### src/rtl/fetch_pkg.sv
// Shared types and constants for the instruction fetch stage.
package fetch_pkg;

    localparam logic [31:0] NOP_INSTR        = 32'h0000_0013;
    localparam logic [31:0] RESET_PC_DEFAULT = 32'h0000_0000;

    typedef struct packed {
        logic [31:0] pc;
        logic [31:0] instr;
    } fetch_entry_t;

endpackage

### src/rtl/fetch_fifo.sv
// Circular FIFO of fetch entries with push/pop/clear; a push is accepted on a
// full FIFO only when a pop happens in the same cycle.
module fetch_fifo
    import fetch_pkg::*;
#(
    parameter int DEPTH = 2
) (
    input  logic                    clk,
    input  logic                    rst_n,
    input  logic                    i_clear,
    input  logic                    i_push,
    input  fetch_entry_t            i_data,
    input  logic                    i_pop,
    output fetch_entry_t            o_head,
    output logic                    o_empty,
    output logic                    o_full,
    output logic [$clog2(DEPTH):0]  o_count
);

    localparam int AW = $clog2(DEPTH);

    fetch_entry_t     r_mem [DEPTH];
    logic [AW-1:0]    r_rd;
    logic [AW-1:0]    r_wr;
    logic [AW:0]      r_cnt;

    logic w_push;
    logic w_pop;

    assign o_empty = (r_cnt == '0);
    assign o_full  = (r_cnt == (AW+1)'(DEPTH));
    assign o_count = r_cnt;
    assign o_head  = r_mem[r_rd];

    assign w_pop  = i_pop & ~o_empty;
    assign w_push = i_push & (~o_full | w_pop);

    // Storage carries no reset; the head is only meaningful while non-empty.
    always_ff @(posedge clk) begin
        if (w_push && !i_clear) begin
            r_mem[r_wr] <= i_data;
        end
    end

    always_ff @(posedge clk) begin
        if (!rst_n || i_clear) begin
            r_rd  <= '0;
            r_wr  <= '0;
            r_cnt <= '0;
        end else begin
            if (w_push) begin
                r_wr <= r_wr + AW'(1);
            end
            if (w_pop) begin
                r_rd <= r_rd + AW'(1);
            end
            case ({w_push, w_pop})
                2'b10:   r_cnt <= r_cnt + (AW+1)'(1);
                2'b01:   r_cnt <= r_cnt - (AW+1)'(1);
                default: r_cnt <= r_cnt;
            endcase
        end
    end

endmodule

### src/rtl/instr_fetch_queue.sv
// Fetch stage: owns PCF, issues imem requests, buffers responses in order for decode.
// Optional macro FETCH_BYPASS_EN: an arriving response on an empty queue drives decode directly.
module instr_fetch_queue
    import fetch_pkg::*;
#(
    parameter logic [31:0] RESET_PC = RESET_PC_DEFAULT,
    parameter int          DEPTH    = 2
) (
    input  logic        clk,
    input  logic        rst_n,
    output logic        ImemReqValid,
    output logic [31:0] ImemReqAddr,
    input  logic        ImemReqReady,
    input  logic        ImemRspValid,
    input  logic [31:0] ImemRspData,
    input  logic        StallD,
    input  logic        Redirect,
    input  logic [31:0] RedirectPC,
    output logic        InstrValidD,
    output logic [31:0] InstrD,
    output logic [6:0]  OpcodeD,
    output logic [31:0] PCD,
    output logic [31:0] PCPlus4D
);

    localparam int CW = $clog2(DEPTH) + 1;

    logic [31:0]   r_pcf;
    logic [CW-1:0] r_drop;

    fetch_entry_t  w_q_head;
    fetch_entry_t  w_pend_head;
    fetch_entry_t  w_out;
    logic          w_q_empty;
    logic          w_q_full;
    logic [CW-1:0] w_q_count;
    logic          w_pend_empty;
    logic          w_pend_full;
    logic [CW-1:0] w_pend_count;
    logic [CW-1:0] w_outstanding;
    logic [CW:0]   w_inflight;
    logic          w_req_fire;
    logic          w_rsp_take;
    logic          w_rsp_drop;
    logic          w_q_push;
    logic          w_q_pop;
    logic          w_out_valid;
    logic          w_unused;

    // Dropped responses are still on the bus, so they count against the cap.
    assign w_outstanding = w_pend_count + r_drop;
    assign w_inflight    = {1'b0, w_q_count} + {1'b0, w_outstanding};

    assign ImemReqValid = rst_n & ~Redirect & (w_inflight < (CW+1)'(DEPTH));
    assign ImemReqAddr  = r_pcf;
    assign w_req_fire   = ImemReqValid & ImemReqReady;

    assign w_rsp_drop = ImemRspValid & ~Redirect & (r_drop != '0);
    assign w_rsp_take = ImemRspValid & ~Redirect & (r_drop == '0) & ~w_pend_empty;

`ifdef FETCH_BYPASS_EN
    logic w_bypass;
    assign w_bypass    = w_rsp_take & w_q_empty;
    assign w_out_valid = ~w_q_empty | w_bypass;
    assign w_out       = w_q_empty ? '{pc: w_pend_head.pc, instr: ImemRspData} : w_q_head;
    assign w_q_push    = w_rsp_take & ~(w_bypass & ~StallD);
`else
    assign w_out_valid = ~w_q_empty;
    assign w_out       = w_q_head;
    assign w_q_push    = w_rsp_take;
`endif

    assign w_q_pop = ~w_q_empty & ~StallD & ~Redirect;

    fetch_fifo #(.DEPTH(DEPTH)) u_queue (
        .clk     (clk),
        .rst_n   (rst_n),
        .i_clear (Redirect),
        .i_push  (w_q_push),
        .i_data  ('{pc: w_pend_head.pc, instr: ImemRspData}),
        .i_pop   (w_q_pop),
        .o_head  (w_q_head),
        .o_empty (w_q_empty),
        .o_full  (w_q_full),
        .o_count (w_q_count)
    );

    fetch_fifo #(.DEPTH(DEPTH)) u_pend (
        .clk     (clk),
        .rst_n   (rst_n),
        .i_clear (Redirect),
        .i_push  (w_req_fire),
        .i_data  ('{pc: r_pcf, instr: 32'h0}),
        .i_pop   (w_rsp_take),
        .o_head  (w_pend_head),
        .o_empty (w_pend_empty),
        .o_full  (w_pend_full),
        .o_count (w_pend_count)
    );

    // On redirect every outstanding response becomes a drop, except one arriving now.
    always_ff @(posedge clk) begin
        if (!rst_n) begin
            r_pcf  <= RESET_PC;
            r_drop <= '0;
        end else if (Redirect) begin
            r_pcf  <= {RedirectPC[31:2], 2'b00};
            r_drop <= w_outstanding - CW'(ImemRspValid && (w_outstanding != '0));
        end else begin
            if (w_req_fire) begin
                r_pcf <= r_pcf + 32'd4;
            end
            if (w_rsp_drop) begin
                r_drop <= r_drop - CW'(1);
            end
        end
    end

    assign InstrValidD = w_out_valid;
    assign InstrD      = w_out_valid ? w_out.instr : NOP_INSTR;
    assign PCD         = w_out_valid ? w_out.pc : 32'h0;
    assign OpcodeD     = InstrD[6:0];
    assign PCPlus4D    = PCD + 32'd4;

    // Pending entries never carry an instruction; low redirect bits are discarded.
    assign w_unused = ^{w_pend_head.instr, w_pend_full, RedirectPC[1:0]};

    assert property (@(posedge clk) disable iff (!rst_n) !(w_q_push && w_q_full && !w_q_pop));

endmodule

### config.mk
export PLATFORM = sky130hd
export DESIGN_NAME = instr_fetch_queue
export DESIGN_NICKNAME = d
export VERILOG_FILES = /design/src/rtl/fetch_pkg.sv /design/src/rtl/fetch_fifo.sv /design/src/rtl/instr_fetch_queue.sv
export SDC_FILE = /design/constraint.sdc
export NUM_CORES = 1
export LEC_CHECK = 0
export CELL_PAD_IN_SITES_DETAIL_PLACEMENT = 1
export CELL_PAD_IN_SITES_GLOBAL_PLACEMENT = 1
export CORE_MARGIN = 2
export CORE_UTILIZATION = 45
export CTS_CLUSTER_DIAMETER = 40
export DETAILED_ROUTE_END_ITERATION = 10
export GPL_TIMING_DRIVEN = 0
export PLACE_DENSITY = 0.93
export SLEW_MARGIN = 30
export SYNTH_ARGS = -nofsm -noshare
export SYNTH_HDL_FRONTEND = slang
export SYNTH_HIERARCHICAL = 1
export SYNTH_SLANG_ARGS = --single-unit
### constraint.sdc
create_clock -name clk -period 10.25 [get_ports clk]
set_clock_uncertainty 0.1 [all_clocks]
set_input_delay 2.05 -clock clk [delete_from_list [all_inputs] [get_ports clk]]
set_output_delay 2.05 -clock clk [all_outputs]
set_load 0.005 [all_outputs]
==> flow_summary.json, run 1 <==
{
  "status": "complete, no violations",
  "start_util_pct": 45.3,
  "die_w_um": 157,
  "hold_class": "register to register",
  "pin_count": 207,
  "cts_hold_buf": 0,
  "ir_worst_vdd_uv": 121,
  "p_leak_uw": 0.00486,
  "gr-total-overflow": 0,
  "hold_viol": 0,
  "grt_pass1_vias": 8285,
  "drt-pass1-iter-count": 5,
  "grt_usage_pct": 25.8,
  "grt_max_degree": 15,
  "coreArea_um2": 23300,
  "final_common_cell": "clkdlybuf4s50_1",
  "synth_cells": 783,
  "drive_above_1_share_pct": 20.3,
  "fin_cells": 1390,
  "final.min_clock_period_ns": 7.12,
  "cts_tree": "yes",
  "cts_setup_buffers": 0,
  "setup_viol": 0,
  "root_buffer": "clkbuf_16",
  "cp_max_fo": 10,
  "h-tree-depth": 1,
  "crit_path_start_kind": "register",
  "busiest_layer": "met2",
  "final_area_um2": 14200,
  "fin_nets": 1124,
  "cts_resized": 0,
  "wl_per_cell_um": 23.0,
  "utilization_pct": 61.2,
  "clk_path_buf_depth": 3,
  "numPortBuffers": 202,
  "maxCapViolations": 0,
  "insertion_delay_ns": 0.54,
  "routabilityCongestion": 0.911,
  "place_area_um2": 13200,
  "place_inst": 1334,
  "seq_area_um2": 6610,
  "critical_path_class": "register to output pin",
  "route.detailed.drc": 0,
  "synth.avg_cell_area_um2": 13.5,
  "syn_to_final_growth_pct": 35.1,
  "grt_pass1_wl_um": 48700,
  "cp.arrival_ns": 4.97,
  "power_uw": 2200,
  "endpoint_kind": "output pin",
  "syn_area_um2": 10500,
  "slew_headroom_pct": 37.6,
  "min_period_over_period_pct": 69.5,
  "use_met1_pct": 31.2,
  "rsz0062_at_grt": "no",
  "ant_nets": 0,
  "cts_buffers": 31,
  "vias": 7685,
  "clk_pin_slew_ns": 0.06,
  "worst_slack_ns": 3.13,
  "rows": 56,
  "dp_hpwl_um": 22400,
  "grt_antenna_before_repair": 0,
  "fmax_ghz": 0.140,
  "synth_warnings": 6,
  "required_ns": 8.10,
  "place_worst_setup_slack_ns": 3.38,
  "die_area_um2": 24700,
  "pwr_density_cell_nw_per_um2": 154,
  "grt_use_met3_pct": 5.64,
  "cts_sinks": 234,
  "layout_common_cells": "202 x clkdlybuf4s50_1, 192 x edfxtp_1, 98 x mux2_2",
  "finalMaxSlewViolations": 0,
  "grtUsageMet2_pct": 46.2,
  "wirelength_um": 32000,
  "die_y_um": 157,
  "n_antenna_cell": 0,
  "drtIter0Drc": 650,
  "tightestPinTransition_ns": 0.932,
  "routed_via_density": 5.53,
  "nFillCells": 2293,
  "multi_input_area_um2": 3630
}
==> per-layer routing <==
layer  up-vias  share of wire (%)  wire [um]
li1       3449                  -          -
met1      3795                 39      12400
met2       378                 51      16300
met3        63                7.8       2500
met4         0                2.4        780
met5         -                  0          0
==> through the flow <==
stage               hold WS, ns  TNS (ns)
finish                    0.434         0
global route              0.456         0
CTS                       0.439         0
detailed placement        0.403         0
global placement          0.386   -308.43
floorplan                 0.372         0
==> worst max-delay path, cell delays in order (launching register included) <==
cell	delay, ns
dfxtp_1	0.54
nor2_1	0.31
clkbuf_1	0.32
clkbuf_1	0.36
nor2b_1	0.32
ha_1	0.26
nand3_1	0.21
nor4_2	0.65
and4_1	0.28
clkbuf_1	0.27
nand4_1	0.16
xnor2_1	0.18
clkdlybuf4s50_1	0.55
==> report_power, final <==
| group | switching, uW | total, uW | internal (uW) | leakage, uW |
|---|---|---|---|---|
| Clock | 442 | 1040 | 595 | 0.000491 |
| Combinational | 47.0 | 104 | 56.8 | 0.00226 |
| Sequential | 20.9 | 1060 | 1040 | 0.00210 |
| Total | 510 | 2200 | 1690 | 0.00486 |
==> area by class of cell <==
class | instances | share of cell area [%]
Buffer | 47 | 2.14
Sequential cell | 234 | 46.4
Inverter | 17 | 0.457
Multi-Input combinational cell | 490 | 25.5
Clock inverter | 23 | 1.51
Clock buffer | 33 | 5.50
Timing Repair Buffer | 227 | 15.7
Tap cell | 319 | 2.80
==> final timing paths <==
path                           start  slack (ns)             endpoint  cells after the start
setup / recovery  u_queue/o_count[1]        3.13         PCPlus4D[24]                     12
hold / removal           u_pend/r_rd        0.43          u_pend/r_rd                      2
setup reg to reg   u_pend/o_count[0]        5.50  u_pend/r_mem[0][57]                     13
hold reg to reg          u_pend/r_rd        0.43          u_pend/r_rd                      2
==> registers in the layout, indices dropped and copies added, names as in the netlist, named ones only <==
| register | flops |
|---|---|
| u_pend/r_wr | 1 |
| u_pend/o_count | 2 |
| u_queue/r_wr | 1 |
| u_queue/o_count | 2 |
| u_pend/r_mem | 64 |
| u_queue/r_mem | 128 |
| r_drop | 2 |
| u_pend/r_rd | 1 |
| u_queue/r_rd | 1 |
| ImemReqAddr | 30 |
Power figures use the tool's default switching activity.
==> run 2, diff against run 1 <==
clock period = 7.3 ns   (was 10.25 ns; I/O delays follow)
==> results of run 2 <==
Same layout as run 1 (identical final DEF). Status: complete, no violations.
Main changes from that run: setup slack after placement 3.38 ns -> 1.02 ns; setup slack after layout 3.13 ns -> 0.771 ns; register-to-register setup slack 5.50 ns -> 2.55 ns; total power 2200 uW -> 3090 uW; worst IR drop on VDD 121 uV -> 171 uV
